File: src/rtl/entrada_botao_ctrl_pkg.sv
// Shared constants for the IN-port controller: FSM state encoding and data widths.
package entrada_botao_ctrl_pkg;

  localparam int DATA_W = 4;
  localparam int DADO_W = 32;

  typedef enum logic [1:0] {
    IDLE    = 2'd0,
    ARMED   = 2'd1,
    VALID   = 2'd2,
    RELEASE = 2'd3
  } estado_t;

endpackage

File: src/rtl/entrada_botao_ctrl_debounce_sinc.sv
// Two-flop synchronizer followed by a debounce counter for one raw button input.
// The debounced level flips only after DEBOUNCE_CYCLES consecutive disagreeing samples.
module debounce_sinc #(
  parameter int DEBOUNCE_CYCLES = 50000,
  parameter int CNT_W           = 16
) (
  input  logic clock,
  input  logic reset,
  input  logic raw,
  output logic sync_level,
  output logic deb_level
);

  localparam logic [CNT_W-1:0] CNT_LAST = CNT_W'(DEBOUNCE_CYCLES - 1);

  logic             sync1_reg;
  logic             sync2_reg;
  logic             deb_reg;
  logic [CNT_W-1:0] cnt_reg;

  always_ff @(posedge clock) begin
    if (reset) begin
      sync1_reg <= 1'b0;
      sync2_reg <= 1'b0;
      deb_reg   <= 1'b0;
      cnt_reg   <= '0;
    end else begin
      sync1_reg <= raw;
      sync2_reg <= sync1_reg;
      // Any sample agreeing with the current level restarts the stability run.
      if (sync2_reg != deb_reg) begin
        if (cnt_reg == CNT_LAST) begin
          deb_reg <= sync2_reg;
          cnt_reg <= '0;
        end else begin
          cnt_reg <= cnt_reg + 1'b1;
        end
      end else begin
        cnt_reg <= '0;
      end
    end
  end

  assign sync_level = sync2_reg;
  assign deb_level  = deb_reg;

endmodule

File: src/rtl/entrada_botao_ctrl.sv
// IN-port controller: debounced push-button captures the synchronized switches for the CPU.
// Optional overrunIN output enabled by defining ENTRADA_OVERRUN_EN.
module entrada_botao_ctrl
  import entrada_botao_ctrl_pkg::*;
#(
  parameter int DEBOUNCE_CYCLES = 50000,
  parameter int CNT_W           = 16
) (
  input  logic        clock,
  input  logic        reset,
  input  logic        botaoPlaca,
  input  logic [3:0]  entradaDeDadosIO,
  input  logic        pedidoIN,
  input  logic        ackIN,
  output logic [31:0] dadoIN,
  output logic        validoIN,
  output logic        botaoIN,
  output logic [1:0]  estadoIN
`ifdef ENTRADA_OVERRUN_EN
  ,
  output logic        overrunIN
`endif
);

  logic              sync_level;
  logic              deb_level;
  logic [DATA_W-1:0] sw_sync;

  debounce_sinc #(
    .DEBOUNCE_CYCLES(DEBOUNCE_CYCLES),
    .CNT_W          (CNT_W)
  ) u_debounce_sinc (
    .clock     (clock),
    .reset     (reset),
    .raw       (botaoPlaca),
    .sync_level(sync_level),
    .deb_level (deb_level)
  );

  generate
    for (genvar gi = 0; gi < DATA_W; gi++) begin : g_sw_sync
      logic s1_reg;
      logic s2_reg;
      always_ff @(posedge clock) begin
        if (reset) begin
          s1_reg <= 1'b0;
          s2_reg <= 1'b0;
        end else begin
          s1_reg <= entradaDeDadosIO[gi];
          s2_reg <= s1_reg;
        end
      end
      assign sw_sync[gi] = s2_reg;
    end
  endgenerate

  // hold_reg swallows the first debounced rise after reset until the button is seen
  // low, so a button held through reset cannot produce a press.
  logic       deb_prev_reg;
  logic       hold_reg;
  logic [1:0] fill_reg;
  logic       press_reg;
  logic       botao_reg;

  always_ff @(posedge clock) begin
    if (reset) begin
      deb_prev_reg <= 1'b0;
      hold_reg     <= 1'b1;
      fill_reg     <= 2'b00;
      press_reg    <= 1'b0;
      botao_reg    <= 1'b0;
    end else begin
      fill_reg     <= {fill_reg[0], 1'b1};
      deb_prev_reg <= deb_level;
      press_reg    <= deb_level & ~deb_prev_reg & ~hold_reg;
      botao_reg    <= press_reg;
      if (fill_reg[1] && !sync_level && !deb_level) begin
        hold_reg <= 1'b0;
      end
    end
  end

  estado_t           estado_reg;
  logic              valido_reg;
  logic [DATA_W-1:0] dado_reg;

  always_ff @(posedge clock) begin
    if (reset) begin
      estado_reg <= IDLE;
      valido_reg <= 1'b0;
      dado_reg   <= '0;
    end else begin
      case (estado_reg)
        IDLE: begin
          if (pedidoIN) estado_reg <= ARMED;
        end
        ARMED: begin
          if (press_reg) begin
            estado_reg <= VALID;
            dado_reg   <= sw_sync;
            valido_reg <= 1'b1;
          end else if (!pedidoIN) begin
            estado_reg <= IDLE;
          end
        end
        VALID: begin
          if (ackIN) begin
            estado_reg <= RELEASE;
            valido_reg <= 1'b0;
          end
        end
        RELEASE: begin
          if (!deb_level) estado_reg <= IDLE;
        end
        default: estado_reg <= IDLE;
      endcase
    end
  end

`ifdef ENTRADA_OVERRUN_EN
  // Every press outside ARMED is a discarded press.
  logic overrun_reg;
  always_ff @(posedge clock) begin
    if (reset) begin
      overrun_reg <= 1'b0;
    end else if (press_reg) begin
      overrun_reg <= (estado_reg != ARMED);
    end
  end
  assign overrunIN = overrun_reg;
`endif

  assign dadoIN   = {{(DADO_W - DATA_W){1'b0}}, dado_reg};
  assign validoIN = valido_reg;
  assign botaoIN  = botao_reg;
  assign estadoIN = estado_reg;

endmodule

File: config.mk
export PLATFORM = sky130hd
export DESIGN_NAME = entrada_botao_ctrl
export DESIGN_NICKNAME = d
export VERILOG_FILES = /design/src/rtl/entrada_botao_ctrl_pkg.sv /design/src/rtl/entrada_botao_ctrl_debounce_sinc.sv /design/src/rtl/entrada_botao_ctrl.sv
export SDC_FILE = /design/constraint.sdc
export NUM_CORES = 1
export LEC_CHECK = 0
export ABC_AREA = 1
export CAP_MARGIN = 0
export CORE_ASPECT_RATIO = 1.2
export CORE_MARGIN = 1.5
export CORE_UTILIZATION = 30
export DETAILED_ROUTE_END_ITERATION = 12
export HOLD_SLACK_MARGIN = 0.12
export PLACE_DENSITY = 0.57
export RECOVER_POWER = 100
export SETUP_SLACK_MARGIN = 0.2
export SYNTH_ARGS = -nofsm -noshare
export SYNTH_HDL_FRONTEND = slang
export SYNTH_HIERARCHICAL = 1
export SYNTH_SLANG_ARGS = --single-unit
File: constraint.sdc
create_clock -name clock -period 3.2 [get_ports clock]
set_input_delay 0.32 -clock clock [delete_from_list [all_inputs] [get_ports clock]]
set_output_delay 0.32 -clock clock [all_outputs]
set_load 0.05 [all_outputs]
==> flow_metrics.env, run 1 <==
export IMPL_status="finished clean"
export IMPL_slew_viol_final=0
export IMPL_cts_max_path_buffers=2
export IMPL_dr_first_iter_drc_count=45
export IMPL_clk_latency_ns=0.29
export IMPL_avgSynthCellArea_um2=7.65
export IMPL_ir_worst_vdd_v=0.000165
export IMPL_synthAdderAreaFrac_pct=0.662
export IMPL_top_usage_layer="met2"
export IMPL_global_route_usage_met2_pct=15.1
export IMPL_synthXorXnorAreaFrac_pct=2.32
export IMPL_tightest_slew_ns=0.874
export IMPL_numPortBuffers=16
export IMPL_synth_common_cells="nand2_1 (42), dfxtp_1 (40), inv_1 (36), nor2_1 (36), buf_4 (29)"
export IMPL_grt_remaining_overflow=0
export IMPL_crit_top_cell="a21oi_1"
export IMPL_r2r_cells=6
export IMPL_syn_area_um2=1890
export IMPL_cpPeakStageDelay_ns=0.65
export IMPL_htree_levels=2
export IMPL_io_pins=45
export IMPL_grt_max_degree=23
export IMPL_grt_pass1_wl_um=4970
export IMPL_leakage_nw=0.860
export IMPL_synthSimpleGateAreaFrac_pct=27.4
export IMPL_worst_slack_ns=1.01
export IMPL_antenna_found_initial=0
export IMPL_cpMaxStageDelayCell="clkbuf_1"
export IMPL_core_area_um2=6050
export IMPL_path_class="in2reg"
export IMPL_die_area_um2=6780
export IMPL_cts_setup_buffers=0
export IMPL_hp_class="reg2reg"
export IMPL_start_util_pct=31.2
export IMPL_grt_util_met3_pct=3.36
export IMPL_grt_usage_pct=9.35
export IMPL_rows=31
export IMPL_drc=0
export IMPL_slew_headroom_pct=41.8
export IMPL_critPathMaxFanout=22
export IMPL_crit_chain="dlygate4sd3_1 > clkbuf_1 > inv_1 > o21ai_0 > a21oi_1 > nand2_1 > a21oi_1"
export IMPL_hold_buffers=0
export IMPL_largest_reg_flops=16
export IMPL_grt_setup_unrepaired="false"
export IMPL_wl_per_cell_um=8.32
export IMPL_pre_cts_ws_ns=1.47
export IMPL_worstSetupStartpointType="input port"
export IMPL_cts_sinks=40
export IMPL_crit_path_end_kind="flip-flop"
export IMPL_first_pass_iters=4
export IMPL_setup_tns_ns=0
export IMPL_synthTopCellsByArea="dfxtp_1 (42%), buf_4 (12%), nand2_1 (8.3%), inv_1 (7.2%), nor2_1 (7.2%)"
export IMPL_syn_inst=247
export IMPL_synth_ff_type="dfxtp_1"
export IMPL_antenna_cells=0
export IMPL_ctsRootBufferMaster="clkbuf_8"
export IMPL_grt_util_met1_pct=10.6
export IMPL_gp_congestion=0.774
export IMPL_final_min_clock_period_ns=2.19
export IMPL_nNetsFinal=276
export IMPL_synth_top_family_by_area="simple AND/OR/NAND/NOR gates"
export IMPL_ant_nets=0
export IMPL_cts_resized=0
export IMPL_ys_seq_area_share_pct=42.4
export IMPL_vias=1374
export IMPL_fmax_ghz=0.457
export IMPL_cap_violations=0
export IMPL_synth_mux_area_fraction_pct=0
export IMPL_yosysTopAreaCell="dfxtp_1"
export IMPL_synth_edff_count=0
export IMPL_dp_hpwl_um=2170
export IMPL_yosysTopAreaCellShare_pct=42.4
export IMPL_powerDensity_nw_per_um2=488
export IMPL_path_clk_slew_ns=0.07
export IMPL_die_x_um=75.4
export IMPL_cts_tree="done"
export IMPL_grt_pass1_vias=1249
export IMPL_synthDistinctLibCells=32
export IMPL_holdPathStages=1
export IMPL_drt_total_wl_um=2900
export IMPL_hold_viol_final=0
export IMPL_synth_compound_area_share_pct=6.23
export IMPL_synth_seq_cells=40
export IMPL_period_share_pct=68.3
export IMPL_cp_data_required_time_ns=3.35
export IMPL_skew_ns=0.00503
export IMPL_finalSetupViolations=0
export IMPL_cts_made_buffers=5
export IMPL_crit_arrival_ns=2.33
export IMPL_async_flop_share_pct=0
export IMPL_synth_most_common_cell="nand2_1"
export IMPL_die_h_um=89.9
export IMPL_drive_gt1_share_pct=8.99
export IMPL_ys_warn_count=6
export IMPL_areaGrowthSynthToFinish_pct=11.8
export IMPL_avgViaCountPerCell=3.94
-- metrics by stage --
step / power (W) / hold slack [ns] / instances / utilization (%) / cell area (um^2)
6_report: 0.00103 / 0.398 / 349 / 34.9 / 2110
2_1_floorplan: 0.000657 / 0.374 / 274 / - / 1990
3_5_place_dp: 0.000644 / 0.393 / 341 / 33.3 / 2020
5_1_grt: 0.00108 / 0.420 / 349 / 34.9 / 2110
3_3_place_gp: 0.000643 / 0.382 / 341 / 33.3 / 2020
4_1_cts: 0.00105 / 0.404 / 349 / 35.1 / 2120
-- final timing paths --
check / from / endpoint / slack (ns)
worst max-delay path: reset / u_debounce_sinc/cnt_reg[3]$_SDFF_PP0_ / 1.01
worst min-delay path: deb_prev_reg$_SDFF_PP0_ / press_reg$_SDFF_PP0_ / 0.40
worst max register to register: u_debounce_sinc/cnt_reg[0]$_SDFF_PP0_ / u_debounce_sinc/cnt_reg[3]$_SDFF_PP0_ / 1.57
worst min register to register: deb_prev_reg$_SDFF_PP0_ / press_reg$_SDFF_PP0_ / 0.40
-- power breakdown --
group,internal (W),switching [W],leakage [nW],total (W)
Clock,0.000231,0.000169,0.0552,0.000401
Combinational,0.0000194,0.0000956,0.479,0.000115
Sequential,0.000508,0.00000751,0.326,0.000515
Total,0.000758,0.000272,0.860,0.00103
-- final cells by class --
| class | count | area, um^2 |
|---|---|---|
| inverter | 38 | 148 |
| tap | 82 | 103 |
| clock buffer | 6 | 72.6 |
| sequential | 40 | 801 |
| clock inverter | 2 | 35.0 |
| multi-input combinational | 164 | 790 |
| timing repair buffer | 17 | 164 |
| fill | 692 | 3940 |
-- worst max-delay path: cells and delay by family --
family	cells	cell delay (ns)
buffers and inverters	3	1.29
AOI/OAI and AO/OA	3	0.26
and+or+nand+nor	1	0.45
-- layer usage --
metal / up-vias / wire length, um
li1: 733 / -
met5: - / 0
met2: 26 / 1380
met4: 0 / 68
met1: 605 / 1320
met3: 10 / 128
-- placed cells by master, fill, tap and decap left out, types with 3 or more instances in the layout --
cell type / n
nand2_2: 3
a21oi_1: 14
nand4_1: 5
nand3_1: 9
clkbuf_8: 5
xor2_1: 4
nor2_1: 36
inv_1: 36
clkdlybuf4s50_1: 7
dlygate4sd3_1: 9
conb_1: 28
dfxtp_1: 40
nor2_2: 4
nand2_1: 43
-- logic make-up (layout without fill, tap and decap cells) --
logic type               after synthesis  count (layout)
AO/OA/AOI/OAI                         21              21
XOR/XNOR                               5               5
adder cells (fa/ha/maj)                1               1
buffers and inverters                 70              63
flip-flops                            40              40
other                                  1              28
AND/OR/NAND/NOR                      109             109
Power figures use the tool's default switching activity.
==> inputs of run 2 (changes only) <==
==> constraint.sdc (replaced) <==
create_clock -name clock -period 2.1 [get_ports clock]
set_input_delay 0.21 -clock clock [delete_from_list [all_inputs] [get_ports clock]]
set_output_delay 0.21 -clock clock [all_outputs]
set_load 0.05 [all_outputs]
==> run 2 against run 1 <==
Die area did not move. Combinational power rose by 50%. Flip-flop and latch count did not move. Clock skew barely moved. Count of clock-buffer cells in the layout fell by 1. Sequential share of layout area rose by 0.36 points. Highest routed layer unchanged. Sequential power rose by 52%. Critical path depth fell by 6. Setup slack got worse by 0.75 ns. Utilization fell by 0.33 points. Via count rose by 0.87%. Final area fell by 0.95%.
==> flow_metrics.env, run 2 (synthesis results as in run 1) <==
export IMPL_status="finished clean"
export IMPL_critPathMaxFanout=4
export IMPL_layout_common_cells="nand2_1 (43), dfxtp_1 (40), inv_1 (36), nor2_1 (36), conb_1 (28)"
export IMPL_skew_ns=0.00485
export IMPL_start_util_pct=31.2
export IMPL_tightest_slew_ns=0.855
export IMPL_worstSetupStartpointType="flip-flop"
export IMPL_cpMaxStageDelayCell="dlygate4sd3_1"
export IMPL_cts_sinks=40
export IMPL_grt_usage_pct=9.26
export IMPL_cp_top_family="buffers and inverters"
export IMPL_gp_congestion=0.809
export IMPL_antenna_cells=0
export IMPL_avgViaCountPerCell=3.97
export IMPL_hp_class="reg2reg"
export IMPL_cp_data_required_time_ns=1.89
export IMPL_cts_made_buffers=5
export IMPL_die_h_um=89.9
export IMPL_final_common_cell="nand2_1"
export IMPL_final_min_clock_period_ns=1.84
export IMPL_ctsRootBufferMaster="clkbuf_8"
export IMPL_holdPathStages=1
export IMPL_crit_arrival_ns=1.63
export IMPL_drc=0
export IMPL_die_area_um2=6780
export IMPL_drt_total_wl_um=2880
export IMPL_nFillCells=677
export IMPL_crit_chain="dlygate4sd3_1"
export IMPL_htree_levels=2
export IMPL_largest_reg_flops=16
export IMPL_path_class="reg2out"
export IMPL_fmax_ghz=0.544
export IMPL_slew_headroom_pct=43.0
export IMPL_r2r_cells=6
export IMPL_cts_tree="done"
export IMPL_cpPeakStageDelay_ns=0.90
export IMPL_hold_buffers=0
export IMPL_setup_tns_ns=0
export IMPL_rrSetupSlack_ns=0.36
export IMPL_grt_setup_unrepaired="false"
export IMPL_rows=31
export IMPL_whs_endpoint="press_reg$_SDFF_PP0_"
export IMPL_grt_pass1_vias=1284
export IMPL_cp_buffers_inverters=1
export IMPL_wl_per_cell_um=8.26
export IMPL_cts_resized=0
export IMPL_nNetsFinal=276
export IMPL_ant_nets=0
export IMPL_hold_viol_final=0
export IMPL_cts_max_path_buffers=2
export IMPL_io_pins=45
export IMPL_grt_remaining_overflow=0
export IMPL_dr_first_iter_drc_count=49
export IMPL_placed_area_um2=2020
export IMPL_crit_path_end_kind="output port"
export IMPL_leakage_nw=0.854
export IMPL_cts_setup_buffers=0
export IMPL_clk_latency_ns=0.29
export IMPL_antenna_found_initial=0
export IMPL_period_share_pct=87.5
export IMPL_reg2reg_from="u_debounce_sinc/cnt_reg[0]$_SDFF_PP0_"
export IMPL_hold_start="deb_prev_reg$_SDFF_PP0_"
export IMPL_grt_pass1_wl_um=4980
export IMPL_first_pass_iters=4
export IMPL_dp_hpwl_um=2220
export IMPL_areaGrowthSynthToFinish_pct=10.7
export IMPL_grt_max_degree=22
export IMPL_die_x_um=75.4
export IMPL_cap_violations=0
export IMPL_ir_worst_vdd_v=0.000260
export IMPL_slew_viol_final=0
export IMPL_finalSetupViolations=0
export IMPL_finalInstanceArea_um2=2090
export IMPL_core_area_um2=6050
export IMPL_numPortBuffers=16
export IMPL_drive_gt1_share_pct=8.61
export IMPL_r2r_end="u_debounce_sinc/cnt_reg[9]$_SDFF_PP0_"
export IMPL_powerDensity_nw_per_um2=752
export IMPL_vias=1386
export IMPL_path_clk_slew_ns=0.07
run 2: cell types whose count changed in the layout (fill, tap and decap cells not counted), sizes merged:
cell	change
dlygate4sd3	-1
clkinvlp	+1
run 2: area by class of cell:
class	count	area [um^2]	share of cell area, %
well taps	82	103	4.90
flip-flops and latches	40	801	38.3
clock inverters	3	42.5	2.03
clock buffers	5	68.8	3.29
inverters	38	148	7.06
repair buffers	17	158	7.54
multi-input cells	164	772	36.9
run 2: worst max-delay path by stage:
stage,endpoint,cells past startpoint
after global routing,u_debounce_sinc/cnt_reg[13]$_SDFF_PP0_,6
final,estadoIN[1],1
after floorplan,estadoIN[0]$_SDFFE_PP0P_,5
after detailed placement,estadoIN[0],1
after CTS,estadoIN[0],1
after global placement,estadoIN[0],1
run 2: stage by stage:
| stage | util, % | cells | power (W) | hold slack [ns] | setup WS [ns] |
|---|---|---|---|---|---|
| 2_1_floorplan | - | 274 | 0.00100 | 0.281 | 0.762 |
| 5_1_grt | 34.6 | 349 | 0.00164 | 0.410 | 0.157 |
| 3_3_place_gp | 33.3 | 341 | 0.000980 | 0.378 | 0.530 |
| 3_5_place_dp | 33.3 | 341 | 0.000981 | 0.389 | 0.519 |
| 4_1_cts | 35.2 | 349 | 0.00160 | 0.400 | 0.200 |
| 6_report | 34.6 | 349 | 0.00157 | 0.394 | 0.262 |
run 2: layer usage:
layer	part of all wire [%]	track usage [%]	vias to the layer above
met5	0	0	-
met1	44	10.2	618
met2	50	16.2	30
met3	4.1	2.35	5
met4	1.1	4.02	0
li1	-	-	733
run 2: where the power goes:
| part | internal [W] | leakage (nW) | switching [W] |
|---|---|---|---|
| clock | 0.000351 | 0.0541 | 0.000264 |
| combinational | 0.0000272 | 0.475 | 0.000146 |
| sequential | 0.000774 | 0.326 | 0.0000112 |
| total | 0.00115 | 0.854 | 0.000421 |
==> inputs of run 3 (changes only) <==
--- a/config.mk
+++ b/config.mk
@@ -11,6 +11,7 @@
 export CORE_MARGIN = 1.5
 export CORE_UTILIZATION = 30
 export DETAILED_ROUTE_END_ITERATION = 12
+export GPL_ROUTABILITY_DRIVEN = 1
 export HOLD_SLACK_MARGIN = 0.12
 export PLACE_DENSITY = 0.57
 export RECOVER_POWER = 100
==> constraint.sdc (replaced) <==
create_clock -name clock -period 2.1 [get_ports clock]
set_input_delay 0.21 -clock clock [delete_from_list [all_inputs] [get_ports clock]]
set_output_delay 0.21 -clock clock [all_outputs]
set_load 0.01 [all_outputs]
==> run 3 against run 2 <==
Cell count unchanged. Via count shrank 2.1%. Hold slack is essentially flat. Count of clock-buffer cells in the layout up 1. Non-clock buffer count did not move. Utilization rose by 0.21 points. Total power down 6.3%. Wire length grew 0.24%. Final area grew 0.60%. Setup slack better by 0.10 ns. Critical path depth up 5. Highest routed layer unchanged.
==> flow_metrics.env, run 3 (synthesis results as in run 1) <==
export IMPL_io_pins=45
export IMPL_vias=1357
export IMPL_grt_remaining_overflow=0
export IMPL_switching_power_w=0.000318
export IMPL_layout_common_cells="nand2_1 (43), dfxtp_1 (40), nor2_1 (37), inv_1 (36), conb_1 (28)"
export IMPL_antenna_cells=0
export IMPL_crit_path_end_kind="flip-flop"
export IMPL_cp_data_required_time_ns=2.26
export IMPL_pwr_share_clk_pct=41.3
export IMPL_nNetsFinal=276
export IMPL_die_area_um2=6780
export IMPL_first_pass_iters=4
export IMPL_cts_max_path_buffers=2
export IMPL_cap_violations=0
export IMPL_die_x_um=75.4
export IMPL_wl_per_cell_um=8.28
export IMPL_clk_latency_ns=0.29
export IMPL_drc=0
export IMPL_leakage_nw=0.860
export IMPL_rows=31
export IMPL_core_area_um2=6050
export IMPL_cts_tree="done"
export IMPL_internal_power_w=0.00116
export IMPL_areaGrowthSynthToFinish_pct=11.4
export IMPL_final_min_clock_period_ns=1.73
export IMPL_hold_viol_final=0
export IMPL_grt_usage_pct=9.56
export IMPL_finalSetupViolations=0
export IMPL_setup_tns_ns=0
export IMPL_start_util_pct=31.2
export IMPL_skew_ns=0.00415
export IMPL_powerDensity_nw_per_um2=700
export IMPL_tightest_slew_ns=0.837
export IMPL_pwr_share_seq_pct=53.3
export IMPL_antenna_found_initial=0
export IMPL_worstSetupStartpointType="flip-flop"
export IMPL_ir_worst_vdd_v=0.000263
export IMPL_die_h_um=89.9
export IMPL_largest_reg_flops=16
export IMPL_drive_gt1_share_pct=8.61
export IMPL_total_power_w=0.00147
export IMPL_final_common_cell="nand2_1"
export IMPL_crit_arrival_ns=1.89
export IMPL_dp_hpwl_um=2190
export IMPL_swShare_pct=21.6
export IMPL_grt_max_degree=22
export IMPL_avgViaCountPerCell=3.89
export IMPL_fmax_ghz=0.576
export IMPL_slew_viol_final=0
export IMPL_dr_first_iter_drc_count=37
export IMPL_ant_nets=0
export IMPL_path_class="reg2reg"
export IMPL_slew_headroom_pct=44.2
export IMPL_cts_resized=0
export IMPL_cts_sinks=40
export IMPL_gp_congestion=0.775
export IMPL_numPortBuffers=16
export IMPL_grt_setup_unrepaired="false"
export IMPL_grt_pass1_vias=1232
export IMPL_critPathMaxFanout=16
export IMPL_path_clk_slew_ns=0.07
export IMPL_hp_class="reg2reg"
export IMPL_status="finished clean"
export IMPL_cts_setup_buffers=0
export IMPL_hold_buffers=0
export IMPL_drt_total_wl_um=2890
export IMPL_period_share_pct=82.6
export IMPL_htree_levels=2
export IMPL_grt_pass1_wl_um=5010
export IMPL_ctsRootBufferMaster="clkbuf_8"
export IMPL_comb_power_share_pct=5.4
export IMPL_cts_made_buffers=5
## run 3: cell count changes in the layout (fill, tap and decap cells not counted)
cell,change
clkinvlp_4,-1
dlygate4sd3_1,+1
nand3_1,-2
nor2_4,-1
nand3_4,+1
nor2_1,+1
nand3_2,+1
## run 3: metal layers
metal / track usage (%) / part of all wire, %
met5: 0 / 0
met4: 5.65 / 3.7
met3: 3.70 / 4.2
met2: 14.5 / 47
met1: 11.1 / 45
## run 3: worst paths after layout
check                                                           start                               endpoint  depth (start not counted)  slack, ns
worst max-delay path            u_debounce_sinc/cnt_reg[0]$_SDFF_PP0_  u_debounce_sinc/cnt_reg[9]$_SDFF_PP0_                          6       0.37
worst max register to register  u_debounce_sinc/cnt_reg[0]$_SDFF_PP0_  u_debounce_sinc/cnt_reg[9]$_SDFF_PP0_                          6       0.37
worst min-delay path                          deb_prev_reg$_SDFF_PP0_                   press_reg$_SDFF_PP0_                          1       0.39
worst min register to register                deb_prev_reg$_SDFF_PP0_                   press_reg$_SDFF_PP0_                          1       0.39
## run 3: layout make-up
type	instances	area (um^2)
multi-input combinational	164	782
timing repair buffer	17	164
inverter	38	148
clock buffer	6	72.6
clock inverter	2	35.0
sequential	40	801
tap	82	103
fill	679	3950
## run 3: metrics by stage
stage	worst slack [ns]	cell area [um^2]	instances	hold WS [ns]	utilization, %
2_1_floorplan	0.829	1990	274	0.281	-
3_3_place_gp	0.732	2020	341	0.379	33.3
3_5_place_dp	0.682	2020	341	0.389	33.3
4_1_cts	0.422	2120	349	0.401	35.1
5_1_grt	0.196	2100	349	0.408	34.8
6_report	0.365	2100	349	0.394	34.8
## run 3: power by group through the flow
stage | registers, W | logic, W | clock network (W)
detailed placement | 0.000804 | 0.0000831 | 0
floorplan | 0.000798 | 0.000106 | 0
finish | 0.000785 | 0.0000802 | 0.000608
CTS | 0.000786 | 0.0000836 | 0.000640
global route | 0.000788 | 0.0000928 | 0.000665
global placement | 0.000804 | 0.0000823 | 0
## run 3: critical path, stage by stage (launching register included)
cell and delay [ns]:
dfxtp_1 0.35, ha_1 0.23, nand3_4 0.13, nor2_1 0.22
nand3_2 0.11, nand2_1 0.46, nor2_1 0.10
